**config.mk**
```make
export PLATFORM = sky130hd
export DESIGN_NAME = read_module
export DESIGN_NICKNAME = d
export VERILOG_FILES = /design/src/rtl/read_module.sv
export SDC_FILE = /design/constraint.sdc
export NUM_CORES = 1
export LEC_CHECK = 0
export ABC_AREA = 1
export CAP_MARGIN = 25
export CORE_MARGIN = 1.5
export CORE_UTILIZATION = 44
export CTS_CLUSTER_DIAMETER = 30
export DETAILED_ROUTE_END_ITERATION = 10
export GPL_TIMING_DRIVEN = 0
export PLACE_DENSITY = 0.79
export SLEW_MARGIN = 20
export SYNTH_ARGS = -nofsm -noshare
export SYNTH_HDL_FRONTEND = slang
export SYNTH_SLANG_ARGS = --single-unit
```
**constraint.sdc**
```tcl
create_clock -name clk -period 2.1 [get_ports clk]
set_input_delay 0.42 -clock clk [delete_from_list [all_inputs] [get_ports clk]]
set_output_delay 0.42 -clock clk [all_outputs]
set_load 0.02 [all_outputs]
```
**src/rtl/read_module.sv**
```systemverilog
// read_module: memory-read front end for the vector ASIP datapath.
// Drives a data-memory address of base_address + idx. A scalar operation
// passes the memory word straight through. A vector operation gathers one
// element per clock into vreg and bypasses the element currently being read
// onto vector_data, so every element is visible in the cycle it is fetched.
module read_module #(
    parameter int VLEN = 20,  // highest element index; the vector holds VLEN+1 words
    parameter int DW   = 10,  // data word width
    parameter int AW   = 6    // memory address width
) (
    input  logic                   clk,
    input  logic                   rst,           // asynchronous, active-low
    input  logic                   op_type,       // 0 = scalar read, 1 = vector read
    input  logic [AW-1:0]          base_address,
    input  logic [DW-1:0]          read_data,
    output logic [AW-1:0]          read_address,
    output logic [DW-1:0]          scalar_data,
    output logic [VLEN:0][DW-1:0]  vector_data
);

    // The index needs at least one bit even for a single-element vector.
    localparam int IW = (VLEN > 0) ? $clog2(VLEN + 1) : 1;
    // The address sum is formed at the wider of the two widths, then cut
    // back to AW bits so it wraps modulo 2^AW.
    localparam int SW = (AW > IW) ? AW : IW;
    localparam logic [IW-1:0] IDX_LAST = IW'(VLEN);

    logic [IW-1:0]          idx;
    logic [VLEN:0][DW-1:0]  vreg;
    logic [DW-1:0]          sreg;
    logic [SW-1:0]          addr_sum;

    assign addr_sum     = SW'(base_address) + SW'(idx);
    assign read_address = addr_sum[AW-1:0];

    // Scalar reads are combinational; vector mode shows the last captured scalar.
    assign scalar_data = op_type ? sreg : read_data;

    // Element view: the element under fetch is bypassed, the rest come from vreg.
    always_comb begin
        // NOTE: assigning a full default before the per-element override keeps
        // every bit driven on every path, so no latch can be inferred.
        vector_data = vreg;
        for (int k = 0; k <= VLEN; k++) begin
            if (op_type && (idx == IW'(k))) begin
                vector_data[k] = read_data;
            end
        end
    end

    // Element index: counts through 0..VLEN in vector mode, wraps, and is
    // parked at 0 by any scalar cycle so the next vector starts at element 0.
    always_ff @(posedge clk or negedge rst) begin
        // NOTE: state registers use non-blocking assignments so every flop
        // samples the pre-edge values, independent of statement order.
        if (!rst) begin
            idx <= '0;
        end else if (!op_type) begin
            idx <= '0;
        end else if (idx == IDX_LAST) begin
            idx <= '0;
        end else begin
            idx <= idx + IW'(1);
        end
    end

    // Scalar hold register: captures the memory word on every scalar cycle.
    always_ff @(posedge clk or negedge rst) begin
        if (!rst) begin
            sreg <= '0;
        end else if (!op_type) begin
            sreg <= read_data;
        end
    end

    // Element registers: the word fetched for element idx is stored at the
    // closing edge of its cycle; contents survive scalar cycles.
    always_ff @(posedge clk or negedge rst) begin
        // NOTE: this register array is reset on purpose -- its contents are
        // architecturally visible on vector_data, and reset must show zeros.
        if (!rst) begin
            vreg <= '0;
        end else if (op_type) begin
            for (int k = 0; k <= VLEN; k++) begin
                if (idx == IW'(k)) begin
                    vreg[k] <= read_data;
                end
            end
        end
    end

endmodule

```
==> results of run 1 <==
[report_power, final]
part           internal (mW)  total, mW  switching, mW
Combinational           1.45       3.73           2.28
Clock                   4.65       7.36           2.71
Sequential              4.78       5.02          0.246
Total                   10.9       16.1           5.23
[placed cells by master, fill, tap and decap left out, types with 4 or more instances in the layout]
cell type,n
sky130_fd_sc_hd__nand2_1,220
sky130_fd_sc_hd__bufinv_16,4
sky130_fd_sc_hd__clkinv_4,4
sky130_fd_sc_hd__buf_12,14
sky130_fd_sc_hd__nand2_8,15
sky130_fd_sc_hd__clkinvlp_4,13
sky130_fd_sc_hd__nand2_4,31
sky130_fd_sc_hd__clkinv_2,8
sky130_fd_sc_hd__ha_4,7
sky130_fd_sc_hd__clkbuf_8,11
sky130_fd_sc_hd__nor2_4,30
sky130_fd_sc_hd__clkbuf_1,11
sky130_fd_sc_hd__dfrtp_1,222
sky130_fd_sc_hd__o21ai_0,4
sky130_fd_sc_hd__buf_4,149
sky130_fd_sc_hd__buf_8,23
sky130_fd_sc_hd__nand2_2,139
sky130_fd_sc_hd__buf_2,31
sky130_fd_sc_hd__inv_6,4
sky130_fd_sc_hd__clkbuf_16,64
sky130_fd_sc_hd__clkdlybuf4s50_1,7
sky130_fd_sc_hd__o21ai_4,73
sky130_fd_sc_hd__nand4_1,5
sky130_fd_sc_hd__o21ai_2,52
sky130_fd_sc_hd__inv_1,9
sky130_fd_sc_hd__buf_6,174
sky130_fd_sc_hd__clkbuf_2,16
sky130_fd_sc_hd__o21ai_1,91
sky130_fd_sc_hd__nor2_1,5
sky130_fd_sc_hd__dlymetal6s2s_1,7
[repair_timing]
| item | CTS | global route |
|---|---|---|
| hold buffers | 1 | 0 |
| setup buffers | 33 | 108 |
| gates cloned | 22 | 21 |
| setup endpoints to repair | 236 | 224 |
| pin swaps | 51 | 127 |
| endpoints found under the hold margin | 66 | 0 |
| gates resized for setup | 1265 | 647 |
[registers in the layout, summed over array words and instances, names as in the netlist]
| name | cells |
|---|---|
| sreg | 10 |
| idx | 5 |
| vreg | 210 |
[synthesized netlist by cell type]
| master | count | area, sq um |
|---|---|---|
| sky130_fd_sc_hd__a21oi_1 | 2 | 10.01 |
| sky130_fd_sc_hd__buf_1 | 2 | 7.510 |
| sky130_fd_sc_hd__buf_2 | 1 | 5.000 |
| sky130_fd_sc_hd__buf_4 | 2 | 15.01 |
| sky130_fd_sc_hd__buf_6 | 16 | 180.2 |
| sky130_fd_sc_hd__clkbuf_1 | 39 | 146.4 |
| sky130_fd_sc_hd__clkbuf_2 | 7 | 35.03 |
| sky130_fd_sc_hd__dfrtp_1 | 225 | 5630 |
| sky130_fd_sc_hd__fa_1 | 1 | 20.02 |
| sky130_fd_sc_hd__ha_1 | 10 | 125.1 |
| sky130_fd_sc_hd__inv_1 | 20 | 75.07 |
| sky130_fd_sc_hd__inv_2 | 2 | 7.510 |
| sky130_fd_sc_hd__inv_4 | 1 | 6.260 |
| sky130_fd_sc_hd__nand2_1 | 393 | 1475 |
| sky130_fd_sc_hd__nand2_2 | 2 | 12.51 |
| sky130_fd_sc_hd__nand2_8 | 4 | 80.08 |
| sky130_fd_sc_hd__nand3_1 | 4 | 20.02 |
| sky130_fd_sc_hd__nand4_1 | 5 | 31.28 |
| sky130_fd_sc_hd__nor2_1 | 6 | 22.52 |
| sky130_fd_sc_hd__nor2_2 | 1 | 6.260 |
| sky130_fd_sc_hd__nor2_4 | 14 | 157.7 |
| sky130_fd_sc_hd__nor2_8 | 3 | 60.06 |
| sky130_fd_sc_hd__o21ai_0 | 70 | 350.3 |
| sky130_fd_sc_hd__o21ai_1 | 146 | 730.7 |
| sky130_fd_sc_hd__o21ai_2 | 4 | 35.03 |
| sky130_fd_sc_hd__xnor2_1 | 2 | 17.52 |
| sky130_fd_sc_hd__xor2_1 | 3 | 26.28 |
[final timing paths]
kind,start,endpoint,slack (ns),cells past startpoint
max in group asynchronous,rst,vreg[62],0.49,4
setup / recovery,idx[0],vector_data[173],-0.74,8
hold / removal,op_type,sreg[7],0.26,2
min in group asynchronous,rst,vreg[178],0.38,2
setup reg to reg,idx[0],vreg[173],0.14,8
hold reg to reg,vreg[9],vreg[9],0.48,2
[metal layers]
metal	up-vias	track usage
met5	-	0
met4	2	0.2109
met2	1212	0.5322
met1	5344	0.4125
li1	4151	-
met3	528	0.08129
[logic make-up (layout without fill, tap and decap cells)]
family | after synthesis | in the layout | share of synthesized area
DFF | 225 | 225 | 0.6061
and+or+nand+nor | 432 | 452 | 0.2008
AOI/OAI and AO/OA | 222 | 222 | 0.1212
xor gates and xnor gates | 5 | 5 | 0.004715
adders and majority gates | 11 | 11 | 0.01563
buffers and inverters | 90 | 568 | 0.05145
other | 0 | 1 | 0
[worst max-delay path, cell delays in order (launching register included)]
cell,delay (ns)
sky130_fd_sc_hd__dfrtp_2,0.50
sky130_fd_sc_hd__buf_6,0.16
sky130_fd_sc_hd__ha_4,0.27
sky130_fd_sc_hd__nand4_1,0.18
sky130_fd_sc_hd__buf_6,0.19
sky130_fd_sc_hd__clkbuf_16,0.17
sky130_fd_sc_hd__nand2_4,0.11
sky130_fd_sc_hd__o21ai_4,0.09
sky130_fd_sc_hd__buf_6,0.16
[stage by stage]
step                      instance area [sq um]  instances  total power [mW]
after detailed placement                  12030       1490             7.607
final                                     17660       1754             16.11
after floorplan                            9303        985             6.241
after global routing                      17660       1753             16.36
after CTS                                 14690       1625             14.54
after global placement                    11970       1488             7.550
[final cells by class]
cell class | count | area, sq um
Clock buffer | 52 | 1214
Clock inverter | 27 | 295.3
Antenna cell | 1 | 2.502
Multi-Input combinational cell | 690 | 5229
Tap cell | 270 | 337.8
Inverter | 23 | 136.4
Sequential cell | 225 | 5634
Fill cell | 771 | 2833
Buffer | 67 | 757.0
Timing Repair Buffer | 399 | 4056
==> flow_metrics.py, run 1 <==
metrics = {
    "run_status": {
        "status": "finished with violations",
        "failed_checks": "negative setup slack",
    },
    "place": {
        "dp_hpwl_microns": 19740,
        "gp_congestion": 0.8244,
        "buffer_ports.inserted": 233,
        "pre_cts_slack_ns": -0.9741,
    },
    "clock_tree": {
        "cts-buffers-inserted": 44,
        "clock_tree_from_tritoncts": "done",
        "cts_max_path_buffers": 3,
        "clock_tree.root_cell": "sky130_fd_sc_hd__clkbuf_16",
        "worst_skew_pair.late_latency_ns": 0.56,
        "cts_htree_levels": 2,
        "clk_transition_reported_paths_ns": 0.06,
        "tritoncts_num_sinks": 225,
    },
    "grt": {
        "wire_length_of_the_first_global_routing_pass_microns": 55520,
        "grt_pass1_vias": 9418,
        "grt_overflow": 0,
        "grt_start_max_net_pins": 89,
        "grt_antenna_before_repair": 2,
        "global_route.usage.total": 0.3349,
    },
    "sta": {
        "final.period_utilization": 1.354,
        "setup_slack_ns": -0.7440,
        "setup-violations-final": 221,
        "tightestPinTransition_ns": 1.114,
        "holdWs_ns": 0.2597,
        "finalHoldViolCount": 0,
        "finClkSkew_ns": 0.04556,
        "fmaxAchievable_mhz": 351.6,
        "timing_max_transition_violations_final": 0,
        "layout_min_cycle_time_ns": 2.844,
        "setup_repair_after_global_routing_missed_its_margin": "yes",
        "fin_setup_tns_ns": -117.59,
        "slew_headroom": 0.2575,
    },
    "routing": {
        "detailedRoute.firstPassIterationCount": 5,
        "met2_length_microns": 24440,
        "avgRoutedWirePerCell_microns": 30.81,
        "drcViolationCount": 0,
        "top_signal_layer_used": "met5",
        "via_count": 11240,
        "detailroute.wirelength.met3_microns": 6628,
        "drt-total-wl_microns": 54050,
        "route.detailed.vias_per_inst": 6.406,
        "drt_iter0_markers": 1149,
        "antenna_left": 0,
        "met1Wirelength_microns": 16430,
    },
    "power_and_ir_drop": {
        "vdd_drop_max_uv": 690.7,
        "leakage_nw": 8.653,
        "power_density_of_the_placed_cells_mw_per_mm2": 911.9,
    },
    "final_layout": {
        "nNetsFinal": 1480,
        "final_core_utilization": 0.8618,
        "layout-drive-gt1-share": 0.5974,
        "area_growth_pct": 90.14,
    },
    "floorplanning": {
        "design.core.area_sq_mm": 0.02049,
        "dieWidth_microns": 148.3,
        "design.portCount": 245,
        "start_util": 0.4532,
        "fp.dieArea_sq_mm": 0.02199,
        "floorplan.rows": 52,
        "die-height_microns": 148.3,
    },
    "logic_synthesis": {
        "synth.yosys.seq_area_share": 0.6061,
        "synth_nets": 1015,
        "synth_cell_type_count": 27,
        "average_cell_area_after_synthesis_sq_um": 9.430,
        "ys_ff_latch": 225,
        "synthesis.area_sq_mm": 0.009289,
        "yosysWarnings": 0,
        "synth_cells": 985,
    },
    "worst_setup_path": {
        "worstSetupPathType": "reg2out",
        "worst_ep_arrival_time_ns": 2.42,
        "worstSetupEndpointType": "output port",
        "setup.worst_path.start_class": "register",
        "path_max_fanout": 6,
        "worst-endpoint-required_ns": 1.68,
    },
    "flow_run": {
        "number_of_max_cap_violations": 0,
    },
    "hold_path": {
        "hold_class": "in2reg",
    },
}
Note: power is estimated with default switching activity, not from simulation.
==> run 2, diff against run 1 <==
--- a/config.mk
+++ b/config.mk
@@ -13,6 +13,7 @@
 export DETAILED_ROUTE_END_ITERATION = 10
 export GPL_TIMING_DRIVEN = 0
 export PLACE_DENSITY = 0.79
+export SETUP_SLACK_MARGIN = 0.3
 export SLEW_MARGIN = 20
 export SYNTH_ARGS = -nofsm -noshare
 export SYNTH_HDL_FRONTEND = slang
==> flow_metrics.py, run 2 (synthesis results as in run 1) <==
metrics = {
    "final_layout": {
        "antenna_cells": 0,
        "fillerInstances": 994,
        "layout-drive-gt1-share": 0.5580,
        "multiInputGateArea_sq_mm": 0.004677,
        "finish.instance_area_sq_mm": 0.01697,
        "largestRegisters": "vreg x210, sreg x10, idx x5",
        "nNetsFinal": 1447,
        "layout.cells.most_common_list": "sky130_fd_sc_hd__nand2_1, sky130_fd_sc_hd__dfrtp_1, sky130_fd_sc_hd__buf_4",
        "regArea_sq_mm": 0.005634,
        "largest_reg_flops": 210,
        "most_common_cell_after_layout_fill_and_taps_aside": "sky130_fd_sc_hd__nand2_1",
        "final_core_utilization": 0.8278,
        "final-instance-count-excl-fill": 1727,
        "area_growth_pct": 82.65,
        "register_containing_the_most_flip_flops_in_the_final_layout": "vreg",
    },
    "grt": {
        "grt_overflow": 0,
        "grt_antenna_before_repair": 0,
        "grt_start_max_net_pins": 84,
        "grt_pass1_vias": 9307,
        "global_route.usage.total": 0.3145,
        "wire_length_of_the_first_global_routing_pass_microns": 52950,
    },
    "power_and_ir_drop": {
        "p_clk_frac": 0.504,
        "power_density_of_the_placed_cells_mw_per_mm2": 993.5,
        "power.switching_mw": 4.813,
        "finalPower_mw": 16.86,
        "p_sw_frac": 0.2855,
        "vdd_drop_max_uv": 943.3,
        "cell_internal_pwr_mw": 12.04,
        "share_seq_of_total_power": 0.296,
        "leakage_nw": 8.453,
        "combinational_fraction_of_design_power": 0.200,
    },
    "place": {
        "dpl-instance-area_sq_mm": 0.01253,
        "placedCellCount": 1490,
        "buffer_ports.inserted": 233,
        "dp_hpwl_microns": 20490,
        "gp_congestion": 0.7995,
        "pre_cts_slack_ns": -0.7926,
    },
    "worst_setup_path": {
        "worstSetupPathType": "reg2out",
        "setup.worst_path.start_class": "register",
        "worst_ep_arrival_time_ns": 2.30,
        "worstSetupEndpointType": "output port",
        "path_max_fanout": 8,
        "worst-endpoint-required_ns": 1.68,
    },
    "sta": {
        "fin_setup_tns_ns": -93.23,
        "finClkSkew_ns": 0.03094,
        "setup-violations-final": 225,
        "layout_min_cycle_time_ns": 2.724,
        "timing_max_transition_violations_final": 0,
        "final.period_utilization": 1.297,
        "holdWs_ns": 0.2551,
        "slew_headroom": 0.3386,
        "setup_repair_after_global_routing_missed_its_margin": "yes",
        "setup_slack_ns": -0.6243,
        "tightestPinTransition_ns": 0.9921,
        "finalHoldViolCount": 0,
        "fmaxAchievable_mhz": 367.1,
    },
    "floorplanning": {
        "design.core.area_sq_mm": 0.02049,
        "fp.dieArea_sq_mm": 0.02199,
        "floorplan.rows": 52,
        "dieWidth_microns": 148.3,
        "design.portCount": 245,
        "die-height_microns": 148.3,
        "start_util": 0.4532,
    },
    "routing": {
        "avgRoutedWirePerCell_microns": 24.30,
        "antenna_left": 0,
        "drt_iter0_markers": 831,
        "drt-total-wl_microns": 41960,
        "route.detailed.vias_per_inst": 5.754,
        "detailedRoute.firstPassIterationCount": 5,
        "via_count": 9937,
        "drcViolationCount": 0,
    },
    "clock_tree": {
        "cts-buffers-inserted": 48,
        "cts_htree_levels": 2,
        "clk_transition_reported_paths_ns": 0.04,
        "cts_max_path_buffers": 3,
        "clock_tree.root_cell": "sky130_fd_sc_hd__clkbuf_16",
        "clock_tree_from_tritoncts": "done",
        "tritoncts_num_sinks": 225,
        "worst_skew_pair.late_latency_ns": 0.55,
    },
    "hold_path": {
        "hold_class": "in2reg",
    },
    "run_status": {
        "status": "finished with violations",
        "failed_checks": "negative setup slack",
    },
    "flow_run": {
        "number_of_max_cap_violations": 0,
    },
}
==> run 2: routing by layer <==
metal | part of all wire | up-vias | global-route usage
li1 | - | 4088 | -
met1 | 0.36 | 4924 | 0.3870
met5 | 0 | - | 0
met2 | 0.49 | 729 | 0.5168
met4 | 0.063 | 0 | 0.1723
met3 | 0.087 | 196 | 0.07055
==> run 2: worst max-delay path, cell delays in order, from the launching register on <==
cell and delay, ns:
sky130_fd_sc_hd__dfrtp_2 0.45, sky130_fd_sc_hd__inv_2 0.12, sky130_fd_sc_hd__ha_4 0.24, sky130_fd_sc_hd__nand2_8 0.15, sky130_fd_sc_hd__buf_4 0.18, sky130_fd_sc_hd__nor2_4 0.15, sky130_fd_sc_hd__nand2_1 0.18, sky130_fd_sc_hd__nand2_2 0.14
sky130_fd_sc_hd__buf_4 0.15
==> run 2: final timing paths <==
path / slack, ns / cells past startpoint / start / end
max: -0.62 / 8 / idx[1] / vector_data[135]
min: 0.26 / 2 / op_type / sreg[7]
max reg2reg: -0.36 / 14 / idx[1] / vreg[10]
min reg2reg: 0.47 / 2 / vreg[50] / vreg[50]
max in group asynchronous: 0.81 / 3 / rst / vreg[156]
min in group asynchronous: 0.43 / 2 / rst / vreg[10]
==> run 2: area by class of cell <==
| class | instances | area share |
|---|---|---|
| clock inverter | 32 | 0.02854 |
| sequential | 225 | 0.3321 |
| buffer | 67 | 0.04484 |
| timing repair buffer | 371 | 0.2131 |
| multi-input combinational | 681 | 0.2757 |
| inverter | 23 | 0.006785 |
| clock buffer | 58 | 0.07906 |
| tap | 270 | 0.01991 |
==> run 2: repair_timing <==
item                                   CTS  global route
pin swaps                               40           102
endpoints found under the hold margin   68             0
setup endpoints to repair              226           227
resized for setup                      905           693
gates cloned                            17             8
hold buffers                             1             0
setup buffers                           53            68
==> run 2: power groups by stage <==
stage | clock network, mW | logic, mW | registers, mW
6_report | 8.49 | 3.37 | 5.00
5_1_grt | 8.78 | 3.50 | 5.02
4_1_cts | 8.45 | 2.69 | 4.91
3_5_place_dp | 0 | 2.65 | 4.96
3_3_place_gp | 0 | 2.59 | 4.95
2_1_floorplan | 0 | 1.36 | 4.92
